File: src/rtl/llc_req_scheduler.sv
// LLC request scheduler: sorts commands into L1/snoop queues and issues one request per cycle,
// snoop-first with a starvation guard; op 9 is a barrier that drains both queues first.

module llc_req_fifo #(
  parameter int W     = 36,
  parameter int DEPTH = 8,
  localparam int AW   = $clog2(DEPTH)
) (
  input  logic          clk,
  input  logic          rst_n,
  input  logic          push_i,
  input  logic          pop_i,
  input  logic [W-1:0]  wdat_i,
  output logic [W-1:0]  rdat_o,
  output logic [AW:0]   count_o
);
  localparam logic [AW:0] ONE = 1;

  logic [W-1:0] mem_q [DEPTH];
  logic [AW:0]  wr_q, rd_q;

  // Pointers carry one extra bit so full and empty stay distinguishable.
  always_ff @(posedge clk or negedge rst_n) begin
    if (!rst_n) begin
      wr_q <= '0;
      rd_q <= '0;
    end else begin
      if (push_i) wr_q <= wr_q + ONE;
      if (pop_i)  rd_q <= rd_q + ONE;
    end
  end

  always_ff @(posedge clk) begin
    if (push_i) mem_q[wr_q[AW-1:0]] <= wdat_i;
  end

  assign rdat_o  = mem_q[rd_q[AW-1:0]];
  assign count_o = wr_q - rd_q;
endmodule

module llc_req_scheduler #(
  parameter int ADDR_WIDTH    = 32,
  parameter int DEPTH         = 8,
  parameter int MAX_SNOOP_RUN = 4,
  parameter int IDLE_OP       = 8,
  localparam int CW           = $clog2(DEPTH) + 1
) (
  input  logic                  clk,
  input  logic                  rst_n,
  input  logic                  in_valid,
  input  logic [3:0]            in_op,
  input  logic [ADDR_WIDTH-1:0] in_addr,
  output logic                  in_ready,
  output logic                  in_err,
  output logic [3:0]            llc_op,
  output logic [ADDR_WIDTH-1:0] llc_addr,
  input  logic                  llc_hold,
  output logic [1:0]            grant_src,
  output logic [CW-1:0]         l1_count,
  output logic [CW-1:0]         snp_count,
  output logic                  busy
);
  localparam int QW = 4 + ADDR_WIDTH;
  localparam int RW = $clog2(MAX_SNOOP_RUN + 1);
  localparam logic [RW-1:0] RUN_MAX  = RW'(MAX_SNOOP_RUN);
  localparam logic [RW-1:0] RUN_ONE  = 1;
  localparam logic [CW-1:0] CNT_FULL = CW'(DEPTH);

  typedef enum logic [1:0] {IDLE, ISSUE, DRAIN, BARRIER} state_t;

  state_t                state_q, state_d;
  logic [3:0]            llc_op_q, llc_op_d;
  logic [ADDR_WIDTH-1:0] llc_addr_q, llc_addr_d, baddr_q, baddr_d;
  logic [1:0]            src_q, src_d;
  logic [RW-1:0]         run_q, run_d;
  logic                  bar_q, bar_d, err_q;

  logic [CW-1:0] l1_cnt, snp_cnt;
  logic [QW-1:0] l1_head, snp_head;
  logic          l1_pop, snp_pop, l1_ne, snp_ne, pick_snp;
  logic          is_l1, is_snp, is_bar, is_ill, acc;

  assign is_l1  = (in_op <= 4'd2);
  assign is_snp = (in_op >= 4'd3) && (in_op <= 4'd6);
  assign is_bar = (in_op == 4'd9);
  assign is_ill = !(is_l1 || is_snp || is_bar);

  // Fullness is judged on pre-edge occupancy: a pop on the same edge does not reopen the queue.
  assign in_ready = !bar_q && !(is_l1 && l1_cnt == CNT_FULL) && !(is_snp && snp_cnt == CNT_FULL);
  assign acc      = in_valid && in_ready;

  assign l1_ne    = (l1_cnt != '0);
  assign snp_ne   = (snp_cnt != '0);
  assign pick_snp = snp_ne && !(run_q == RUN_MAX && l1_ne);

  llc_req_fifo #(.W(QW), .DEPTH(DEPTH)) u_l1_q (
    .clk(clk), .rst_n(rst_n), .push_i(acc && is_l1), .pop_i(l1_pop),
    .wdat_i({in_op, in_addr}), .rdat_o(l1_head), .count_o(l1_cnt)
  );

  llc_req_fifo #(.W(QW), .DEPTH(DEPTH)) u_snp_q (
    .clk(clk), .rst_n(rst_n), .push_i(acc && is_snp), .pop_i(snp_pop),
    .wdat_i({in_op, in_addr}), .rdat_o(snp_head), .count_o(snp_cnt)
  );

  always_comb begin
    state_d    = state_q;
    llc_op_d   = llc_op_q;
    llc_addr_d = llc_addr_q;
    src_d      = src_q;
    run_d      = run_q;
    bar_d      = bar_q;
    baddr_d    = baddr_q;
    l1_pop     = 1'b0;
    snp_pop    = 1'b0;
    if (!llc_hold) begin
      if (state_q == BARRIER) begin
        llc_op_d   = 4'(IDLE_OP);
        llc_addr_d = '0;
        src_d      = 2'b00;
        bar_d      = 1'b0;
        state_d    = ISSUE;
      end else if (state_q == DRAIN && !l1_ne && !snp_ne) begin
        llc_op_d   = 4'd9;
        llc_addr_d = baddr_q;
        src_d      = 2'b11;
        run_d      = '0;
        state_d    = BARRIER;
      end else begin
        if (state_q == IDLE) state_d = ISSUE;
        if (pick_snp) begin
          snp_pop    = 1'b1;
          llc_op_d   = snp_head[QW-1 -: 4];
          llc_addr_d = snp_head[ADDR_WIDTH-1:0];
          src_d      = 2'b10;
          // The run only counts while an L1 request is actually waiting.
          run_d      = !l1_ne ? '0 : (run_q == RUN_MAX) ? run_q : run_q + RUN_ONE;
        end else if (l1_ne) begin
          l1_pop     = 1'b1;
          llc_op_d   = l1_head[QW-1 -: 4];
          llc_addr_d = l1_head[ADDR_WIDTH-1:0];
          src_d      = 2'b01;
          run_d      = '0;
        end else begin
          llc_op_d   = 4'(IDLE_OP);
          llc_addr_d = '0;
          src_d      = 2'b00;
          run_d      = '0;
        end
      end
    end
    if (acc && is_bar) begin
      bar_d   = 1'b1;
      baddr_d = in_addr;
      state_d = DRAIN;
    end
  end

  always_ff @(posedge clk or negedge rst_n) begin
    if (!rst_n) begin
      state_q    <= IDLE;
      llc_op_q   <= 4'(IDLE_OP);
      llc_addr_q <= '0;
      src_q      <= 2'b00;
      run_q      <= '0;
      bar_q      <= 1'b0;
      baddr_q    <= '0;
      err_q      <= 1'b0;
    end else begin
      state_q    <= state_d;
      llc_op_q   <= llc_op_d;
      llc_addr_q <= llc_addr_d;
      src_q      <= src_d;
      run_q      <= run_d;
      bar_q      <= bar_d;
      baddr_q    <= baddr_d;
      err_q      <= acc && is_ill;
    end
  end

  assign llc_op    = llc_op_q;
  assign llc_addr  = llc_addr_q;
  assign grant_src = src_q;
  assign in_err    = err_q;
  assign l1_count  = l1_cnt;
  assign snp_count = snp_cnt;
  assign busy      = l1_ne || snp_ne || bar_q || (src_q != 2'b00);
endmodule

File: config.mk
export PLATFORM = sky130hd
export DESIGN_NAME = llc_req_scheduler
export DESIGN_NICKNAME = d
export VERILOG_FILES = /design/src/rtl/llc_req_scheduler.sv
export SDC_FILE = /design/constraint.sdc
export NUM_CORES = 1
export LEC_CHECK = 0
export CORE_ASPECT_RATIO = 1.1
export CORE_MARGIN = 2
export CORE_UTILIZATION = 40
export CTS_BUF_LIST = sky130_fd_sc_hd__clkbuf_8 sky130_fd_sc_hd__clkbuf_16
export CTS_CLUSTER_SIZE = 16
export DETAILED_ROUTE_END_ITERATION = 16
export PLACE_DENSITY = 0.61
export SYNTH_ARGS = -nofsm -noshare
export SYNTH_HDL_FRONTEND = slang
export SYNTH_SLANG_ARGS = --single-unit
File: constraint.sdc
create_clock -name clk -period 8.8 [get_ports clk]
set_clock_uncertainty 0.1 [all_clocks]
set_input_delay 0.88 -clock clk [delete_from_list [all_inputs] [get_ports clk]]
set_output_delay 0.88 -clock clk [all_outputs]
set_load 0.01 [all_outputs]
==> results of run 1 <==
-- final cells by class --
cell class                      count  area, µm²  share of cell area, %
Clock buffer                       79       1910                   6.31
Clock inverter                     42        254                  0.839
Multi-Input combinational cell    522       6190                   20.5
Timing Repair Buffer              124       1140                   3.78
Sequential cell                   669      19600                   64.9
Tap cell                          850       1060                   3.51
Inverter                           17       63.8                  0.211
-- path summary, 6_finish.rpt --
path | start | endpoint | slack (ns)
hold reg to reg | u_l1_q.rd_q[3]$_DFFE_PN0P_ | u_l1_q.rd_q[3]$_DFFE_PN0P_ | 0.39
max in group asynchronous | rst_n | u_l1_q.rd_q[0]$_DFFE_PN0P_ | 7.14
setup / recovery | u_l1_q.rd_q[0]$_DFFE_PN0P_ | busy | 3.53
setup reg to reg | u_l1_q.rd_q[0]$_DFFE_PN0P_ | u_l1_q.mem_q[5][29]$_DFFE_PP_ | 4.67
hold / removal | rst_n | state_q[1]$_DFFE_PN0P_ | 0.31
min in group clk | u_l1_q.rd_q[3]$_DFFE_PN0P_ | u_l1_q.rd_q[3]$_DFFE_PN0P_ | 0.39
-- registers in the layout, summed over array words and instances, names as in the netlist, 4 cells and up --
| register | count |
|---|---|
| u_l1_q.wr_q | 4 |
| baddr_q | 32 |
| llc_op | 4 |
| u_snp_q.rd_q | 4 |
| u_l1_q.rd_q | 4 |
| u_snp_q.wr_q | 4 |
| u_snp_q.mem_q | 288 |
| llc_addr | 32 |
| u_l1_q.mem_q | 288 |
-- logic make-up (layout without fill, tap and decap cells) --
logic type / after synthesis / after routing / synth area share [%]
DFF: 669 / 669 / 75.2
muxes: 236 / 236 / 16.1
and+or+nand+nor: 129 / 129 / 2.48
AOI/OAI and AO/OA: 126 / 126 / 3.49
buffers and inverters: 83 / 262 / 1.42
xor gates and xnor gates: 17 / 17 / 0.570
adders and majority gates: 14 / 14 / 0.729
-- power by group --
group	leakage, nW	switching [mW]	internal, mW	total, mW
clock network	1.12	1.15	1.63	2.77
logic	2.81	1.40	1.35	2.75
registers	6.32	0.298	3.69	3.99
-- cells in the final DEF (no fill, tap or decap), types with 25 or more instances in the layout --
cell	instances
mux2i_1	56
clkdlybuf4s50_1	86
nand2_1	58
a22oi_1	32
edfxtp_1	576
inv_1	31
mux4_2	144
clkbuf_16	73
mux2_2	36
dfrtp_1	88
o21ai_1	26
buf_4	37
o22a_1	25
-- stage by stage --
step / worst slack (ns) / cell area [µm²] / power (mW) / util (%) / cells
after detailed placement: 4.15 / 28100 / 6.86 / 43.4 / 2182
after floorplan: 3.00 / 26100 / 5.87 / - / 1274
final: 3.53 / 30300 / 9.52 / 46.7 / 2303
after global routing: 3.27 / 30300 / 9.98 / 46.7 / 2303
after global placement: 4.19 / 28100 / 6.82 / 43.4 / 2182
after CTS: 3.50 / 30300 / 9.65 / 46.7 / 2303
-- metal layers --
metal | global-route usage, % | vias to the layer above | share of wire, % | routed length [µm]
li1 | - | 5469 | - | -
met1 | 24.9 | 6848 | 44 | 26000
met2 | 29.6 | 349 | 49 | 29300
met3 | 3.66 | 72 | 5.3 | 3170
met4 | 4.74 | 0 | 1.6 | 962
met5 | 0 | - | 0 | 0
==> summary.txt, run 1 <==
STA
  • Least-Margin Pin Slew: 0.908 ns
  • Fmax achieved: 0.190 GHz
  • Max_slew headroom: 39.5%
  • Fin. Hold Viols: 0
  • Period utilization: 59.8%
  • Final Critical Period: 5.27 ns
  • WHS: 0.310 ns
  • Setup TNS: 0 ns
  • RSZ-0062 raised after global routing: no
  • Final Setup Violations: 0
  • Slew Limit Fails: 0

Synth
  • Top-count cell post-synth: edfxtp_1
  • Ys async rst share: 13.9%
  • Post-synthesis net count: 1328
  • YS warnings: 0
  • Yosys top cell by area: edfxtp_1
  • Synth Flop Type: edfxtp_1
  • EDFF count, synth: 576
  • Synth top area cells: edfxtp_1, mux4_2, dfrtp_1
  • Syn Inst Count: 1274
  • Seq cells post-synth: 669
  • Post-synthesis cell area: 26100 µm²
  • Post-synth cell types: 57
  • Share of the synthesized area in the top cell type: 66.3%
  • Commonest cells in the netlist: edfxtp_1, mux4_2, dfrtp_1, nand2_1, mux2i_1
  • Seq/Total Area, Yosys: 75.2%
  • Syn Area/Cell: 20.5 µm²

Cells and area
  • Share of layout cells above drive strength 1: 23.8%
  • Filler Cells Inserted: 5358
  • Layout Area Growth over Synthesis: 15.9%
  • Final nets: 1455
  • Antenna Cells: 0

Clock tree
  • H-tree depth: 3
  • Clk slew on worst S/H paths: 0.06 ns
  • Clock buffer count from CTS: 67
  • CTS max path bufs: 3
  • Post-CTS setup buffer count: 0
  • # clock sinks: 669
  • Root Buffer: clkbuf_16
  • CTS-repair resized insts: 0
  • Hold Buf Count CTS: 0
  • CTS tree: done
  • Clock Latency Late Sink: 0.59 ns

Global route
  • Total GRT Usage: 18.1%
  • First-pass GRT wire length: 88.5 mm
  • Largest net degree at the start of global routing: 63
  • Total gr overflow: 0
  • Vias in the first global route: 13318
  • Initial antenna violation count: 0

Drt
  • Vias per cell: 5.53
  • Drt wl/cell: 25.8 µm
  • Routed vias: 12738
  • Iter 0 DRT Violations: 1063
  • # DRC: 0
  • Detailed-router iteration count before antenna repair: 5
  • Post-route ant nets: 0
  • Final WL: 59.4 mm

Floorplanning
  • Row cnt: 98
  • Starting Density: 40.3%
  • IO Pins: 89
  • Die height: 272 µm
  • Core ar.: 64700 µm²
  • Chip width: 248 µm
  • Die ar.: 67300 µm²

Setup path
  • CP max stage cell: dfrtp_4
  • Setup crit start kind: flop
  • CP Capture Type: primary output
  • CP Data Arrival Time: 4.29 ns
  • CP Data Required Time: 7.82 ns
  • Crit path cell chain: ha_1 -> inv_1 -> fa_1 -> xor2_1 -> nor3_1 -> and3_1 -> nand2_1 -> or4_1 -> clkdlybuf4s50_1
  • WS Path Type: flop to primary output
  • Worst Path Max Fanout: 34
  • WP depth: 9
  • CP bufs+invs: 2
  • Reg2Reg Depth: 9
  • Crit-path max cell delay: 0.89 ns
  • Crit path max-delay family: simple AND/OR/NAND/NOR gates

Power
  • Power Density: 315 nW/µm²
  • Peak supply drop: 0.322 mV
  • Leakage: 10.3 nW

Outcome
  • Outcome: complete, no violations

Flow run
  • Max-Cap Viols: 0

Place
  • Port bufs: 88
  • Hpwl dp: 31.9 mm
  • Placer congestion estimate: 0.738

Min path
  • Hold crit path type: primary input to asynchronous set/reset pin
Note: power is estimated with default switching activity, not from simulation.
==> inputs of run 2 (changes only) <==
- clock period: 8.8 -> 5.31 ns (I/O delays scaled with it)
==> summary.txt, run 2 (synthesis results as in run 1) <==
Cells and area
  • Filler Cells Inserted: 5315
  • Commonest non-fill, non-tap cell in the layout: edfxtp_1
  • Final nets: 1460
  • Layout Area Growth over Synthesis: 16.4%
  • Most frequent cells in the layout: edfxtp_1, mux4_2, dfrtp_1
  • Antenna Cells: 0
  • Sequential Area: 19600 µm²
  • Multi-input combinational cell area: 6230 µm²
  • Post-route insts no fill: 2307
  • Share of layout cells above drive strength 1: 23.9%

Drt
  • Drt wl/cell: 25.4 µm
  • Post-route ant nets: 0
  • Vias per cell: 5.52
  • Final WL: 58.6 mm
  • Met2 Routed Length: 28.7 mm
  • # DRC: 0
  • Highest metal layer with signal wires: met5
  • Met3 WL: 3.25 mm
  • Routed vias: 12741
  • Iter 0 DRT Violations: 1029
  • M1 wire length: 25.4 mm
  • Detailed-router iteration count before antenna repair: 4

Outcome
  • Failing checks: hold timing
  • Outcome: finished, violations left

Power
  • Clock power frac: 29.2%
  • Internal: 11.1 mW
  • Sw Share: 30.1%
  • Sw power: 4.78 mW
  • Power Density: 523 nW/µm²
  • Gate power share: 29.2%
  • Seq pwr share: 41.6%
  • Total power: 15.9 mW
  • Leakage: 10.4 nW
  • Peak supply drop: 0.268 mV

Setup path
  • Reg2Reg Depth: 7
  • R2R setup slack: 1.22 ns
  • Critical R2R Launch: u_snp_q.rd_q[0]$_DFFE_PN0P_
  • Crit path max-delay family: simple AND/OR/NAND/NOR gates
  • R2r endpoint: u_snp_q.mem_q[7][27]$_DFFE_PP_
  • WS Path Type: flop to primary output
  • Critical Path Source: u_l1_q.wr_q[0]$_DFFE_PN0P_
  • Setup crit start kind: flop
  • CP Data Arrival Time: 4.19 ns
  • CP bufs+invs: 3
  • CP Capture Type: primary output
  • CP max stage cell: dfrtp_1
  • Crit path cell chain: inv_1 -> ha_1 -> inv_1 -> fa_1 -> nor3_1 -> and3_1 -> nand2_1 -> or4_1 -> clkdlybuf4s50_1
  • Crit-path max cell delay: 0.63 ns
  • CP Data Required Time: 4.68 ns
  • Worst Path Max Fanout: 9
  • Most frequent CP cell: inv_1

Clock tree
  • CTS tree: done
  • CTS max path bufs: 3
  • Clock buffer count from CTS: 68
  • H-tree depth: 3
  • # clock sinks: 669
  • Clk slew on worst S/H paths: 0.06 ns
  • Clock Latency Late Sink: 0.60 ns
  • Root Buffer: clkbuf_16
  • Post-CTS setup buffer count: 0
  • Hold Buf Count CTS: 0
  • CTS-repair resized insts: 0

Global route
  • Total gr overflow: 0
  • Total GRT Usage: 17.8%
  • Largest net degree at the start of global routing: 62
  • First-pass GRT wire length: 87.7 mm
  • Vias in the first global route: 13414
  • Initial antenna violation count: 1

Flow run
  • Max-Cap Viols: 0

STA
  • RSZ-0062 raised after global routing: no
  • Fmax achieved: 0.207 GHz
  • Max_slew headroom: 25.3%
  • Period utilization: 90.9%
  • Fin. Hold Viols: 5
  • WHS: -0.0162 ns
  • Least-Margin Pin Slew: 1.12 ns
  • Setup TNS: 0 ns
  • Final Setup Violations: 0
  • Slew Limit Fails: 0
  • Final Critical Period: 4.83 ns

Place
  • Port bufs: 88
  • Dpl cells: 2186
  • Hpwl dp: 33.1 mm
  • Placer congestion estimate: 0.788

Floorplanning
  • Row cnt: 98
  • IO Pins: 89
  • Starting Density: 40.3%
  • Core ar.: 64700 µm²
  • Die ar.: 67300 µm²
  • Chip width: 248 µm
  • Die height: 272 µm

Min path
  • Hold crit path type: primary input to asynchronous set/reset pin
[run 2: layout make-up]
cell class                      instances  area share, %
Timing Repair Buffer                  128           4.03
Sequential cell                       669           64.6
Clock inverter                         42           1.00
Multi-Input combinational cell        522           20.5
Tap cell                              850           3.50
Clock buffer                           79           6.13
Inverter                               17          0.210
[run 2: stage by stage]
stage	hold slack (ns)	util (%)	area [µm²]	setup WS (ns)
floorplan	0.135	-	26100	-0.327
global placement	0.374	43.6	28200	1.22
detailed placement	0.379	43.6	28200	1.15
CTS	0.000355	46.9	30400	0.491
global route	0.0404	46.9	30400	0.264
finish	-0.0162	46.9	30400	0.484
[run 2: worst max path at each step]
stage	end	slack (ns)	cells after the start
6_report	busy	0.48	9
3_3_place_gp	busy	1.22	9
2_1_floorplan	u_snp_q.mem_q[1][0]$_DFFE_PP_	-0.33	10
4_1_cts	busy	0.49	9
5_1_grt	busy	0.26	9
3_5_place_dp	busy	1.15	9
[run 2: power groups by stage]
stage | Clock (mW) | Sequential, mW | Combinational (mW)
5_1_grt | 4.95 | 6.67 | 5.01
3_5_place_dp | 0 | 6.72 | 4.71
3_3_place_gp | 0 | 6.71 | 4.67
2_1_floorplan | 0 | 6.46 | 3.27
4_1_cts | 4.74 | 6.62 | 4.72
6_report | 4.65 | 6.60 | 4.64
[run 2: worst register-to-register path, stage by stage, from the launching register on]
cell	delay, ns
dfrtp_4	0.77
ha_1	0.39
fa_1	0.38
xnor2_1	0.31
nor3_4	0.11
a2111oi_4	0.54
and4_2	0.92
buf_4	0.29
[run 2: routing by layer]
| metal | GRT usage (%) | vias to the layer above |
|---|---|---|
| met5 | 1.00 | - |
| met4 | 5.28 | 4 |
| met3 | 3.63 | 84 |
| met2 | 28.9 | 306 |
| met1 | 24.2 | 6872 |
| li1 | - | 5475 |
==> inputs of run 3 (changes only) <==
- CTS_BUF_LIST: sky130_fd_sc_hd__clkbuf_8 sky130_fd_sc_hd__clkbuf_16 -> sky130_fd_sc_hd__clkbuf_2
- clock period: 5.31 -> 5.05 ns (I/O delays scaled with it)
==> summary.txt, run 3 (synthesis results as in run 1) <==
Power
  • Power Density: 513 nW/µm²
  • Gate power share: 33.2%
  • Sw power: 5.03 mW
  • Seq pwr share: 44.2%
  • Peak supply drop: 0.437 mV
  • Sw Share: 32.9%
  • Clock power frac: 22.5%
  • Total power: 15.3 mW
  • Leakage: 10.4 nW
  • Internal: 10.2 mW

Clock tree
  • # clock sinks: 669
  • CTS tree: done
  • Clock Latency Late Sink: 1.16 ns
  • Root Buffer: clkbuf_2
  • Clk slew on worst S/H paths: 0.12 ns
  • CTS max path bufs: 3
  • Clock buffer count from CTS: 159
  • H-tree depth: 4

Floorplanning
  • Die ar.: 67300 µm²
  • Chip width: 248 µm
  • Starting Density: 40.3%
  • Die height: 272 µm
  • IO Pins: 89
  • Core ar.: 64700 µm²
  • Row cnt: 98

Setup path
  • CP Data Required Time: 4.45 ns
  • R2R setup slack: 1.19 ns
  • WS Path Type: flop to primary output
  • Worst Path Max Fanout: 8
  • Setup crit start kind: flop
  • CP Capture Type: primary output
  • CP Data Arrival Time: 4.14 ns

Place
  • Port bufs: 88
  • Placer congestion estimate: 0.741
  • Hpwl dp: 32.9 mm

Cells and area
  • Most frequent cells in the layout: edfxtp_1, clkbuf_2, mux4_2
  • Filler Cells Inserted: 5610
  • Final nets: 1562
  • Share of layout cells above drive strength 1: 32.3%
  • Multi-input combinational cell area: 6240 µm²
  • Commonest non-fill, non-tap cell in the layout: edfxtp_1
  • Layout Area Growth over Synthesis: 14.1%
  • Sequential Area: 19600 µm²

Drt
  • Drt wl/cell: 23.4 µm
  • # DRC: 0
  • Detailed-router iteration count before antenna repair: 5
  • Routed vias: 13223
  • M1 wire length: 25.4 mm
  • Highest metal layer with signal wires: met4
  • Final WL: 58.3 mm
  • Met2 Routed Length: 28.9 mm
  • Post-route ant nets: 0
  • Met3 WL: 3.19 mm
  • Vias per cell: 5.32
  • Iter 0 DRT Violations: 1006

Global route
  • Total gr overflow: 0
  • Total GRT Usage: 17.8%
  • First-pass GRT wire length: 88.7 mm
  • Largest net degree at the start of global routing: 65
  • Initial antenna violation count: 1
  • Vias in the first global route: 14413

STA
  • Final Setup Violations: 0
  • Max_slew headroom: 31.8%
  • Least-Margin Pin Slew: 1.02 ns
  • Final Critical Period: 4.74 ns
  • RSZ-0062 raised after global routing: no
  • Fin. Hold Viols: 0
  • Slew Limit Fails: 0
  • Period utilization: 93.9%
  • WHS: 0.228 ns
  • Fmax achieved: 0.211 GHz

Flow run
  • Max-Cap Viols: 0

Min path
  • Hold crit path type: primary input to flop

Outcome
  • Outcome: complete, no violations
==> run 3: cell count changes in the layout (fill, tap and decap cells not counted), moves of 3 or more <==
cell,delta
clkbuf_2,+249
clkbuf_16,-69
inv_1,-29
clkinv_1,+26
clkbuf_8,-10
buf_4,+6
dlygate4sd3_1,+5
inv_2,+4
bufinv_16,-3
==> run 3: power by group through the flow <==
| stage | combinational [mW] | clock (mW) | sequential (mW) |
|---|---|---|---|
| CTS | 5.15 | 3.57 | 6.76 |
| global route | 5.48 | 3.83 | 6.81 |
| finish | 5.08 | 3.44 | 6.75 |
| detailed placement | 5.09 | 0 | 6.89 |
| global placement | 5.04 | 0 | 6.88 |
| floorplan | 3.44 | 0 | 6.79 |
==> run 3: what timing repair did <==
| action | CTS | global route |
|---|---|---|
| pin swaps | 0 | 1 |
| buffers inserted | 1 | 2 |
| gates resized for setup | 5 | 1 |
| hold buffers | 6 | 0 |
| setup endpoints to repair | 1 | 1 |
| gates cloned | 0 | 0 |
| endpoints found under the hold margin | 131 | 0 |
==> run 3: per-layer routing <==
metal | GRT usage (%) | up-vias
met5 | 0 | -
met4 | 6.21 | 0
met3 | 3.60 | 61
met2 | 29.1 | 384
met1 | 23.9 | 6992
li1 | - | 5786
==> run 3: final cells by class <==
| cell class | instances | share of cell area [%] |
|---|---|---|
| diodes | 1 | 0.00840 |
| clock buffers | 249 | 4.18 |
| clock inverters | 38 | 0.668 |
| inverters | 17 | 0.227 |
| multi-input cells | 522 | 21.0 |
| flip-flops and latches | 669 | 65.9 |
| well taps | 850 | 3.57 |
| repair buffers | 139 | 4.45 |
==> run 3: final timing paths <==
kind,start,endpoint,cells after the start
worst max-delay path,u_snp_q.wr_q[1]$_DFFE_PN0P_,busy,8
worst min-delay path,in_addr[11],u_snp_q.mem_q[1][11]$_DFFE_PP_,1
worst max register to register,u_snp_q.wr_q[1]$_DFFE_PN0P_,u_snp_q.mem_q[2][9]$_DFFE_PP_,9
worst min register to register,u_l1_q.wr_q[3]$_DFFE_PN0P_,u_l1_q.wr_q[3]$_DFFE_PN0P_,1
max in group asynchronous,rst_n,baddr_q[2]$_DFFE_PN0P_,4
min in group asynchronous,rst_n,llc_op[3]$_DFFE_PN1N_,3
==> run 3: worst max-delay path: stages (launching register included) <==
cell and delay, ns:
dfrtp_1 0.59, inv_1 0.25, fa_1 0.54, inv_1 0.07
nor3_4 0.20, and3_1 0.29, nand2_1 0.14, or4_1 0.42
clkdlybuf4s50_1 0.49
==> run 3: through the flow <==
stage / worst slack, ns / instance area (µm²) / utilization, % / cells / setup TNS [ns]
global route: 0.0461 / 29800 / 46.0 / 2485 / 0
global placement: 0.947 / 28200 / 43.6 / 2188 / 0
finish: 0.308 / 29800 / 46.0 / 2485 / 0
CTS: 0.0120 / 29800 / 46.0 / 2482 / 0
detailed placement: 0.849 / 28200 / 43.6 / 2188 / 0
floorplan: -0.587 / 26100 / - / 1274 / -126.36
